## src/rtl/seq_pkg.sv

```systemverilog
// ---------------------------------------------------------------------------
// seq_pkg
//   Shared types and constants for the instruction sequencer:
//     - state_t      : sequencer FSM states
//     - OP_*         : 4-bit opcode values carried in ir[15:12]
//     - U_*          : execution-unit indices (bit position in unit_start)
//     - decode_t     : result of opcode decode {valid, is_nop, unit}
//     - decode_opcode: opcode -> decode_t mapping
// ---------------------------------------------------------------------------
package seq_pkg;

    typedef enum logic [2:0] {
        S_IDLE   = 3'd0,
        S_FETCH  = 3'd1,
        S_DECODE = 3'd2,
        S_ISSUE  = 3'd3,
        S_WAIT   = 3'd4,
        S_RETIRE = 3'd5,
        S_FAULT  = 3'd6
    } state_t;

    localparam logic [3:0] OP_NOP  = 4'h0;
    localparam logic [3:0] OP_ADDI = 4'h1;
    localparam logic [3:0] OP_SUBI = 4'h2;
    localparam logic [3:0] OP_ADD  = 4'h3;
    localparam logic [3:0] OP_SUB  = 4'h4;
    localparam logic [3:0] OP_LD   = 4'h5;
    localparam logic [3:0] OP_ST   = 4'h6;
    localparam logic [3:0] OP_BR   = 4'h7;

    // Unit index is kept wider than strictly needed so that a build with
    // fewer units can still detect opcodes that map beyond NUM_UNITS.
    localparam int UNIT_W = 3;
    typedef logic [UNIT_W-1:0] unit_idx_t;

    localparam unit_idx_t U_ALUI = 3'd0;
    localparam unit_idx_t U_ALUR = 3'd1;
    localparam unit_idx_t U_LS   = 3'd2;
    localparam unit_idx_t U_BR   = 3'd3;

    typedef struct packed {
        logic      valid;   // opcode is defined
        logic      is_nop;  // no unit is started, go straight to retire
        unit_idx_t unit;    // target unit when valid and not a NOP
    } decode_t;

    function automatic decode_t decode_opcode(input logic [3:0] op);
        decode_t d;
        d = '0;
        case (op)
            OP_NOP:          begin d.valid = 1'b1; d.is_nop = 1'b1; end
            OP_ADDI, OP_SUBI: begin d.valid = 1'b1; d.unit = U_ALUI; end
            OP_ADD,  OP_SUB:  begin d.valid = 1'b1; d.unit = U_ALUR; end
            OP_LD,   OP_ST:   begin d.valid = 1'b1; d.unit = U_LS;   end
            OP_BR:           begin d.valid = 1'b1; d.unit = U_BR;   end
            default:         d.valid = 1'b0;
        endcase
        return d;
    endfunction

endpackage

```

## src/rtl/bus_conflict_mon.sv

```systemverilog
// ---------------------------------------------------------------------------
// bus_conflict_mon
//   Watches the shared-bus drive enables every cycle and raises a sticky
//   flag the first time more than one enable is high. Runs regardless of
//   the sequencer state; only rst clears the flag.
// Ports:
//   clk      in   clock
//   rst      in   asynchronous active-high reset
//   bus_oe   in   [W-1:0] drive enables
//   conflict out  sticky multi-driver flag (registered)
// ---------------------------------------------------------------------------
module bus_conflict_mon #(
    parameter int W = 8
) (
    input  logic         clk,
    input  logic         rst,
    input  logic [W-1:0] bus_oe,
    output logic         conflict
);

    logic         conflict_reg;
    logic         multi_drive;
    logic [W-1:0] lowest_cleared;

    // Clearing the lowest set bit leaves something behind only when at
    // least two bits were set, i.e. popcount > 1.
    assign lowest_cleared = bus_oe & (bus_oe - W'(1));
    assign multi_drive    = |lowest_cleared;

    always_ff @(posedge clk or posedge rst) begin
        if (rst) begin
            conflict_reg <= 1'b0;
        end else if (multi_drive) begin
            conflict_reg <= 1'b1;
        end
    end

    assign conflict = conflict_reg;

endmodule

```

## src/rtl/instr_sequencer.sv

```systemverilog
// ---------------------------------------------------------------------------
// instr_sequencer
//   Fetches a 16-bit instruction, latches it in ir, decodes ir[15:12],
//   pulses start to one execution unit, waits for its done (bounded by
//   TIMEOUT cycles) and then advances or loads the pc. Illegal opcodes and
//   timeouts park the sequencer in a terminal FAULT state. A bus monitor
//   flags any cycle with more than one bus drive enable active.
// Ports:
//   clk, rst      clock, asynchronous active-high reset
//   run           keep executing while high; sampled in IDLE and RETIRE
//   mem_data/valid instruction word handshake from program memory
//   fetch_req     high in FETCH
//   pc            program counter (registered)
//   ir            latched instruction (registered)
//   unit_start    one-hot one-cycle start pulse (registered)
//   unit_done     done pulses from the execution units
//   pc_load/pc_target  branch redirect, sampled in RETIRE only
//   bus_oe        all shared-bus drive enables
//   bus_conflict  sticky multi-driver flag
//   fault         sticky illegal-opcode / timeout flag
//   busy          high in every state except IDLE and FAULT
// ---------------------------------------------------------------------------
module instr_sequencer
    import seq_pkg::*;
#(
    parameter int PC_W      = 8,
    parameter int NUM_UNITS = 4,
    parameter int TIMEOUT   = 16
) (
    input  logic                 clk,
    input  logic                 rst,
    input  logic                 run,
    input  logic [15:0]          mem_data,
    input  logic                 mem_valid,
    output logic                 fetch_req,
    output logic [PC_W-1:0]      pc,
    output logic [15:0]          ir,
    output logic [NUM_UNITS-1:0] unit_start,
    input  logic [NUM_UNITS-1:0] unit_done,
    input  logic                 pc_load,
    input  logic [PC_W-1:0]      pc_target,
    input  logic [7:0]           bus_oe,
    output logic                 bus_conflict,
    output logic                 fault,
    output logic                 busy
);

    localparam int SEL_W = (NUM_UNITS > 1) ? $clog2(NUM_UNITS) : 1;
    localparam int CNT_W = $clog2(TIMEOUT);

    state_t                 state_reg;
    logic [PC_W-1:0]        pc_reg;
    logic [15:0]            ir_reg;
    logic [NUM_UNITS-1:0]   unit_start_reg;
    logic                   fault_reg;
    logic [CNT_W-1:0]       cnt_reg;
    logic [SEL_W-1:0]       sel_reg;

    decode_t                dec;
    logic                   unit_in_range;
    logic [NUM_UNITS-1:0]   start_onehot;

    // Decode straight off the instruction register; ir is stable from
    // DECODE onward so this is valid whenever it is consulted.
    assign dec           = decode_opcode(ir_reg[15:12]);
    assign unit_in_range = (int'(dec.unit) < NUM_UNITS);

    genvar gi;
    generate
        for (gi = 0; gi < NUM_UNITS; gi++) begin : g_onehot
            assign start_onehot[gi] = (dec.unit == UNIT_W'(gi));
        end
    endgenerate

    always_ff @(posedge clk or posedge rst) begin
        if (rst) begin
            state_reg      <= S_IDLE;
            pc_reg         <= '0;
            ir_reg         <= '0;
            unit_start_reg <= '0;
            fault_reg      <= 1'b0;
            cnt_reg        <= '0;
            sel_reg        <= '0;
        end else begin
            // Start is only ever raised on the DECODE->ISSUE edge, so this
            // default keeps it a single-cycle pulse.
            unit_start_reg <= '0;
            case (state_reg)
                S_IDLE: begin
                    if (run) begin
                        state_reg <= S_FETCH;
                    end
                end
                S_FETCH: begin
                    if (mem_valid) begin
                        ir_reg    <= mem_data;
                        state_reg <= S_DECODE;
                    end
                end
                S_DECODE: begin
                    if (dec.is_nop) begin
                        state_reg <= S_RETIRE;
                    end else if (!dec.valid || !unit_in_range) begin
                        fault_reg <= 1'b1;
                        state_reg <= S_FAULT;
                    end else begin
                        sel_reg        <= dec.unit[SEL_W-1:0];
                        unit_start_reg <= start_onehot;
                        state_reg      <= S_ISSUE;
                    end
                end
                S_ISSUE: begin
                    cnt_reg   <= '0;
                    state_reg <= S_WAIT;
                end
                S_WAIT: begin
                    // Done is tested first so it beats a same-cycle timeout;
                    // done from any other unit is simply not looked at.
                    if (unit_done[sel_reg]) begin
                        state_reg <= S_RETIRE;
                    end else if (cnt_reg == CNT_W'(TIMEOUT - 1)) begin
                        fault_reg <= 1'b1;
                        state_reg <= S_FAULT;
                    end else begin
                        cnt_reg <= cnt_reg + CNT_W'(1);
                    end
                end
                S_RETIRE: begin
                    if (pc_load) begin
                        pc_reg <= pc_target;
                    end else begin
                        pc_reg <= pc_reg + PC_W'(1);
                    end
                    state_reg <= run ? S_FETCH : S_IDLE;
                end
                S_FAULT: begin
                    state_reg <= S_FAULT;
                end
                default: begin
                    state_reg <= S_IDLE;
                end
            endcase
        end
    end

    bus_conflict_mon #(
        .W (8)
    ) u_bus_conflict_mon (
        .clk      (clk),
        .rst      (rst),
        .bus_oe   (bus_oe),
        .conflict (bus_conflict)
    );

    assign fetch_req  = (state_reg == S_FETCH);
    assign busy       = (state_reg != S_IDLE) && (state_reg != S_FAULT);
    assign pc         = pc_reg;
    assign ir         = ir_reg;
    assign unit_start = unit_start_reg;
    assign fault      = fault_reg;

endmodule
```

## config.mk

```make
export PLATFORM = sky130hd
export DESIGN_NAME = instr_sequencer
export DESIGN_NICKNAME = d
export VERILOG_FILES = /design/src/rtl/seq_pkg.sv /design/src/rtl/bus_conflict_mon.sv /design/src/rtl/instr_sequencer.sv
export SDC_FILE = /design/constraint.sdc
export NUM_CORES = 1
export LEC_CHECK = 0
export ABC_CLOCK_PERIOD_IN_PS = 1750
export CORE_UTILIZATION = 40
export DETAILED_ROUTE_END_ITERATION = 6
export GPL_TIMING_DRIVEN = 0
export PLACE_DENSITY = 0.83
export SLEW_MARGIN = 20
export SYNTH_ARGS = -nofsm -noshare
export SYNTH_HDL_FRONTEND = slang
export SYNTH_SLANG_ARGS = --single-unit
```

## constraint.sdc

```tcl
create_clock -name clk -period 1.75 [get_ports clk]
set_input_delay 0.525 -clock clk [delete_from_list [all_inputs] [get_ports clk]]
set_output_delay 0.525 -clock clk [all_outputs]
set_load 0.01 [all_outputs]
```

After elaboration in Yosys (flattened, before gate mapping) --
Index checks and enable logic that the tools add are counted.
Word-level totals: output and inout bits 32, word-level logic and storage cells 86, register bits after elaboration 39
Cells by class: $add $sub $neg 3, magnitude comparators 2, bitwise logic cells 3, reduce and logical (&&, ||, !) cells 19, equality and inequality tests 26, muxes and demuxes 25
Operator list (count):
- $pmux 3 s7 | 1
- $mux 4 | 5
- $mux 3 | 6
- $eq 4x3->1 const B | 4
- $reduce_or 8->1 | 2
- $ne 2x2->1 const B | 7
- $eq 3x2->1 const B | 4
- $eq 3x3->1 const B | 3
- $reduce_and 3->1 | 3
- $add 8x1->8 const B | 1
- $and 8x8->8 | 1
- $eq 4x2->1 const B | 2
- $mux 1 | 8
- $mux 8 | 1
- $pmux 4 s2 | 1
- $sub 8x1->8 const B | 1
- $eq 3x1->1 const B | 2
- $logic_not 3->1 | 2
- $ne 3x3->1 const B | 2
- $pmux 2 s3 | 1
- $reduce_and 5->1 | 1
- $add 4x1->4 const B | 1
- $eq 4x1->1 const B | 1
- $eq 4x4->1 const B | 1
- 13 further kinds | 17

Logic depth before layout (Yosys ltp) --
Gate-level depths: netlist of run 1.
word-level depth 9, mapped depth 7

Modules after synthesis --
Synthesis of run 1 repeated with hierarchy kept, for this count alone.
Unflattened totals: cells, all modules 183, area total of the unflattened synthesis 1965.6 um^2
By module, submodules not included:
- instr_sequencer | seq. area each 950.9 um^2, cells an instance 172, area each 1859.3 um^2, instances 1
- bus_conflict_mon | seq. area each 25.0 um^2, cells an instance 11, area each 106.4 um^2, instances 1

Least setup slack after synthesis of run 1 --
Ideal clock, no wire load.
kind register to register, start point register state_reg[2], end point register ir_reg[0] (netlist: ir[0]), data arrival time 1.768 ns, slack -0.143 ns, library setup time 0.125 ns, buffers on the path 3, cell stages (with the launch flop) 7, cells stage by stage dfrtp_1 -> buf_4 -> nor3b_1 -> and2_1 -> buf_2 -> buf_4 -> mux2_2
On the way: cells in the longest elaborated chain, start to end 2
RTL lines:
- start, declared | line instr_sequencer.sv:51 | state_t state_reg;
- start signal, assigned | line instr_sequencer.sv:134 | state_reg <= run ? S_FETCH : S_IDLE;
- $eq 3x1->1
- named net fetch_req | line instr_sequencer.sv:35 | output logic fetch_req,
- $reduce_and 2->1 (no source line)
- end signal, assigned | line instr_sequencer.sv:96 | ir_reg <= mem_data;
- end, declared | line instr_sequencer.sv:53 | logic [15:0] ir_reg;
The timed path passes the listed nets, and every way through them passes these cells. A chain may end at the register's enable or synchronous reset.

Final worst setup path of run 1 --
start point register state_reg[2], end point output busy
On the way: cells in the longest elaborated chain, start to end 2, elaborated cells on any way between the ends 3
RTL lines:
- $ne 3x3->1 or $reduce_bool 3->1 (tied branches) | line instr_sequencer.sv:156 | assign busy = (state_reg != S_IDLE) && (state_reg != S_FAULT);
- $logic_and 1x1->1 (*) | line instr_sequencer.sv:156
- end, declared | line instr_sequencer.sv:45 | output logic busy
Every way passes the cells marked *; elsewhere a longest branch is shown, timed or not.

==> impl_metrics.json, run 1 <==
{
  "grt_pass1_vias": 1841,
  "power.density_nw_per_um2": 1540,
  "worstHoldPathCells": 1,
  "cellLeakagePower_nw": 1.32,
  "nets": 324,
  "crit_path_start_kind": "flip-flop",
  "die_w_um": 71.7,
  "hp-start": "fault$_DFFE_PP0P_",
  "synthesis.area_um2": 1940,
  "area_growth_pct": 56.0,
  "pin_count": 73,
  "dieHeight_um": 71.7,
  "yosysSeqAreaShare": 0.502,
  "dp_slack_ns": -0.636,
  "clock.fmax_ghz": 0.531,
  "place_area_um2": 2740,
  "overflow": 0,
  "reg2reg_depth": 5,
  "avgViaCountPerCell": 5.46,
  "critPathArrivalTime_ns": 1.36,
  "r2r_end": "state_reg[0]$_DFFE_PP0P_",
  "slowest_delay_ns": 0.43,
  "endpoint_kind": "output port",
  "slowest_stage": "dfrtp_2",
  "insertion_delay_ns": 0.29,
  "min_path_type": "flip-flop to flip-flop",
  "clock_path_buffers": 2,
  "largest_reg_flops": 16,
  "track_usage": 0.195,
  "syn_nets": 228,
  "rsz0062_at_grt": "yes",
  "seqPwrFrac": 0.331,
  "core_area_um2": 4500,
  "antenna_found_initial": 0,
  "die-area_um2": 5140,
  "syn_inst": 185,
  "diodes": 0,
  "port_buffers": 71,
  "place_congestion": 0.823,
  "slew_viol_final": 0,
  "tightest_slew_ns": 0.437,
  "cts_sinks": 39,
  "cellInternalPower_mw": 3.06,
  "synth_seq_cells": 39,
  "mostFrequentLayoutCells": "clkdlybuf4s50_1 (56), dfrtp_1 (31), buf_4 (20), nor2_1 (15), mux2_2 (15)",
  "final_area_um2": 3030,
  "path_cells": "nor2b_4 > or3_1 > buf_2",
  "cts_tree": "yes",
  "h-tree-depth": 2,
  "crit_type": "flip-flop to output port",
  "cts_buffers": 5,
  "num_vias": 1817,
  "hold_violations": 0,
  "ys.warnings.count": 0,
  "clockPowerShare": 0.154,
  "drv_cap": 0,
  "cpLargestDelayFamily": "simple AND/OR/NAND/NOR gates",
  "drc": 0,
  "wire_per_inst_um": 14.1,
  "r2r_setup_slack_ns": 0,
  "comb_power_share": 0.515,
  "ys.flop_type": "dfrtp_1",
  "r2r_start": "sel_reg[0]$_DFFE_PP0P_",
  "maxSlewHeadroom": 0.701,
  "holdPathEnd": "fault$_DFFE_PP0P_",
  "skew_ns": 0.00437,
  "holdWs_ns": 0.477,
  "fin_crit_ns": 1.88,
  "drive_above_1_share": 0.235,
  "worst-path-buf-inv": 1,
  "drtIter0Drc": 74,
  "status": "complete, but fails checks",
  "setup_ws_ns": -0.133,
  "yosys.area.top_type_share": 0.502,
  "drtPass1Iterations": 4,
  "p_sw_mw": 1.62,
  "synth_top_cells_by_area": "dfrtp_1 (50%), mux2_2 (8.7%), o21ai_0 (3.6%)",
  "finalCritPeriodShare": 1.08,
  "vdd_drop_max_mv": 0.848,
  "violations": "setup timing",
  "grt_pass1_wl_um": 7890,
  "num_rows": 24,
  "yosysUniqueCellTypes": 44,
  "stdcell_count": 333,
  "ys_async_sr_fraction": 1.00,
  "swShare": 0.347,
  "fin_tns_setup_ns": -0.161,
  "cts_root_buf": "clkbuf_8",
  "start_util": 0.431,
  "finalSetupViolCount": 2,
  "dp_hpwl_um": 3100,
  "clkTransAtPathRegs_ns": 0.07,
  "required_ns": 1.22,
  "yosys.area.top_type": "dfrtp_1",
  "final_common_cell": "clkdlybuf4s50_1",
  "synth_edf_count": 0,
  "syn_avg_cell_area_um2": 10.5,
  "critPathMaxFanout": 4,
  "placedCellCount": 309,
  "grt_start_max_net_pins": 28,
  "ant_nets": 0,
  "totalWireLength_um": 4690
}
[repair_timing]
item                                    4_1_cts  5_1_grt
setup buffers                                17        3
gates resized for setup                      34       10
pin swaps                                     4        2
hold buffers                                  0        0
endpoints found under the setup margin       25       18
[cell type report]
type / instances / area, µm²
clock buffer: 6 / 72.6
tap: 52 / 65.1
sequential: 39 / 986
fill: 337 / 1470
timing repair buffer: 92 / 886
clock inverter: 1 / 30.0
buffer: 6 / 33.8
inverter: 6 / 22.5
multi-input combinational: 131 / 935
[cells by family (layout without fill, tap and decap cells)]
family	after synthesis	after routing	share of synthesized area
fa+ha+maj	3	3	0.0180
buf+inv	15	111	0.0348
compound gates	47	47	0.153
simple gates	59	59	0.163
flops	39	39	0.502
xor+xnor	1	1	0.00451
mux	21	21	0.124
[layer usage]
layer / GRT usage / vias to the layer above / part of all wire / wire length [µm]
li1: - / 865 / - / -
met2: 0.344 / 66 / 0.48 / 2250
met5: 0 / - / 0 / 0
met3: 0.0675 / 5 / 0.075 / 353
met4: 0.0392 / 0 / 0.0090 / 42
met1: 0.230 / 881 / 0.44 / 2050
[through the flow]
stage | total power, mW | util
after floorplan | 2.68 | -
after global placement | 3.57 | 0.605
after detailed placement | 3.64 | 0.609
after CTS | 4.60 | 0.662
after global routing | 4.99 | 0.673
final | 4.68 | 0.673
[synthesized netlist by cell type, types with 2 or more instances]
cell,number
nand3b_1,2
nor2_1,15
a21oi_1,13
a31oi_1,3
mux2_2,15
dfrtp_1,39
nor3_1,6
and2_1,3
clkbuf_1,3
and3_1,4
inv_1,6
mux2i_1,5
o21ai_0,14
nand2_1,12
nand3_1,6
a22oi_1,2
buf_2,3
a2bb2oi_1,3
nor2b_1,4
ha_1,2
buf_4,2
[how the worst max path moves through the flow]
stage	endpoint	slack [ns]	startpoint	depth (start not counted)
3_5_place_dp	cnt_reg[3]$_DFFE_PP0P_	-0.64	unit_done[3]	5
2_1_floorplan	cnt_reg[3]$_DFFE_PP0P_	-0.08	unit_done[3]	4
3_3_place_gp	cnt_reg[3]$_DFFE_PP0P_	-0.61	unit_done[3]	5
4_1_cts	busy	-0.11	state_reg[2]$_DFFE_PP0P_	3
6_report	busy	-0.13	state_reg[2]$_DFFE_PP0P_	3
5_1_grt	busy	-0.18	state_reg[2]$_DFFE_PP0P_	3
[worst register-to-register path: stages (launching register included)]
cell and delay [ns]:
dfrtp_1 0.38, mux4_2 0.56, nor4b_4 0.33, buf_4 0.18
a311o_2 0.11, o22ai_2 0.06
[power groups by stage]
stage,Combinational (mW),Clock (mW),Sequential [mW]
after global routing,2.62,0.774,1.60
after CTS,2.31,0.739,1.55
final,2.41,0.722,1.55
after global placement,1.95,0,1.61
after detailed placement,2.00,0,1.63
after floorplan,0.970,0,1.71
(Power assumes the default switching activity.)
==> run 2, diff against run 1 <==
--- a/config.mk
+++ b/config.mk
@@ -8,7 +8,7 @@
 export ABC_CLOCK_PERIOD_IN_PS = 1750
 export CORE_UTILIZATION = 40
 export DETAILED_ROUTE_END_ITERATION = 6
-export GPL_TIMING_DRIVEN = 0
+export GPL_TIMING_DRIVEN = 1
 export PLACE_DENSITY = 0.83
 export SLEW_MARGIN = 20
 export SYNTH_ARGS = -nofsm -noshare
==> run 2 against run 1 <==
Against the previous run: the run still ends with setup timing left; sequential share of layout area shrank 1.0 points; count of clock-buffer cells in the layout decreased by 1; wire length up 1.6%; via count grew 1.5%; critical path depth is the same; die area is the same; setup slack worse by 0.017 ns; utilization increased by 1.6 points; global-route usage increased by 0.83 points; critical path type unchanged; critical endpoint unchanged.
==> impl_metrics.json, run 2 (synthesis results as in run 1) <==
{
  "tightest_slew_ns": 0.468,
  "startpoint": "state_reg[2]$_DFFE_PP0P_",
  "endpoint_kind": "output port",
  "required_ns": 1.22,
  "largest_reg_flops": 16,
  "drtPass1Iterations": 4,
  "wire_per_inst_um": 13.9,
  "holdWs_ns": 0.477,
  "port_buffers": 72,
  "drv_cap": 0,
  "clock_path_buffers": 2,
  "violations": "setup timing",
  "final_area_um2": 3100,
  "cts_tree": "yes",
  "nets": 333,
  "start_util": 0.431,
  "status": "complete, but fails checks",
  "final_common_cell": "clkdlybuf4s50_1",
  "core_area_um2": 4500,
  "drtIter0Drc": 72,
  "die-area_um2": 5140,
  "drive_above_1_share": 0.248,
  "setup_ws_ns": -0.149,
  "r2r_setup_slack_ns": -0.02,
  "hold_violations": 0,
  "min_path_type": "flip-flop to flip-flop",
  "die_w_um": 71.7,
  "avgViaCountPerCell": 5.39,
  "cellLeakagePower_nw": 1.37,
  "grt_pass1_wl_um": 8160,
  "dp_hpwl_um": 3430,
  "slew_viol_final": 0,
  "grt_start_max_net_pins": 29,
  "rsz0062_at_grt": "yes",
  "crit_type": "flip-flop to output port",
  "pin_count": 73,
  "fill_cells": 351,
  "area_growth_pct": 59.7,
  "finalSetupViolCount": 3,
  "reg2reg_depth": 5,
  "place_area_um2": 2880,
  "mostFrequentLayoutCells": "clkdlybuf4s50_1 (58), dfrtp_1 (38), buf_4 (34), nor2_1 (15), mux2_2 (15)",
  "maxSlewHeadroom": 0.680,
  "h-tree-depth": 2,
  "clkTransAtPathRegs_ns": 0.08,
  "insertion_delay_ns": 0.29,
  "overflow": 0,
  "clock.fmax_ghz": 0.526,
  "diodes": 0,
  "cts_sinks": 39,
  "critPathArrivalTime_ns": 1.37,
  "dp_slack_ns": -0.491,
  "worstHoldPathCells": 1,
  "totalWireLength_um": 4770,
  "num_vias": 1845,
  "skew_ns": 0.00762,
  "track_usage": 0.203,
  "dieHeight_um": 71.7,
  "power.density_nw_per_um2": 1530,
  "place_congestion": 0.842,
  "hp-start": "fault$_DFFE_PP0P_",
  "ant_nets": 0,
  "crit_path_start_kind": "flip-flop",
  "critPathMaxFanout": 4,
  "cts_buffers": 5,
  "fin_crit_ns": 1.90,
  "r2r_start": "sel_reg[0]$_DFFE_PP0P_",
  "finalCritPeriodShare": 1.09,
  "num_rows": 24,
  "antenna_found_initial": 0,
  "vdd_drop_max_mv": 0.849,
  "cts_root_buf": "clkbuf_8",
  "grt_pass1_vias": 1877,
  "drc": 0
}
-- run 2: cell count changes in the layout (fill, tap and decap cells not counted), moves of 2 or more --
cell             change
clkdlybuf4s50_1      +2
clkbuf_1             -4
dfrtp_2              -7
clkdlybuf4s15_1      -3
buf_4               +14
dfrtp_1              +7
-- run 2: timing repair --
item                       CTS  global route
setup endpoints to repair   13            20
pin swaps                    7             1
resized for setup           22            10
hold buffers                 0             0
hold endpoints to repair     0             0
setup buffers                8             2
-- run 2: routing by layer --
| layer | global-route usage | routed length [µm] | up-vias |
|---|---|---|---|
| met5 | 0 | 0 | - |
| met4 | 0.0588 | 51 | 0 |
| met3 | 0.0534 | 375 | 5 |
| met2 | 0.372 | 2420 | 83 |
| met1 | 0.232 | 1920 | 874 |
| li1 | - | - | 883 |
-- run 2: layout make-up --
cell class                 count  area [µm²]  area share
timing repair buffer         107         990       0.319
tap                           52        65.1      0.0210
clock buffer                   5        68.8      0.0222
sequential                    39         977       0.315
inverter                       6        22.5     0.00726
multi-input combinational    131         942       0.304
clock inverter                 2        37.5      0.0121
-- run 2: power breakdown --
part           total, mW  switching, mW  internal, mW
Sequential          1.51          0.237          1.27
Clock              0.733          0.316         0.417
Combinational       2.51           1.08          1.42
Total               4.75           1.64          3.11
-- run 2: final timing paths --
check / endpoint
setup reg to reg: state_reg[0]$_DFFE_PP0P_
setup / recovery: busy
hold / removal: fault$_DFFE_PP0P_
hold reg to reg: fault$_DFFE_PP0P_
min in group asynchronous: ir[10]$_DFFE_PP0P_
max in group asynchronous: state_reg[2]$_DFFE_PP0P_
-- run 2: worst max-delay path, cell delays in order (launching register included) --
cell and delay [ns]:
dfrtp_2 0.46, nor2b_4 0.14, or3_1 0.32, buf_2 0.15
-- run 2: stage by stage --
stage	power [mW]	std cells	util	setup TNS (ns)
finish	4.75	342	0.689	-0.209
global route	5.07	342	0.689	-0.589
CTS	4.74	340	0.679	-0.304
detailed placement	3.87	326	0.640	-4.46
global placement	3.80	326	0.640	-4.25
floorplan	2.68	185	-	-0.0830
==> run 3, diff against run 2 <==
--- a/config.mk
+++ b/config.mk
@@ -10,7 +10,6 @@
 export DETAILED_ROUTE_END_ITERATION = 6
 export GPL_TIMING_DRIVEN = 1
 export PLACE_DENSITY = 0.83
-export SLEW_MARGIN = 20
 export SYNTH_ARGS = -nofsm -noshare
 export SYNTH_HDL_FRONTEND = slang
 export SYNTH_SLANG_ARGS = --single-unit
==> results of run 3 <==
Same layout as run 2: the final DEF is identical, and so are final timing and power.
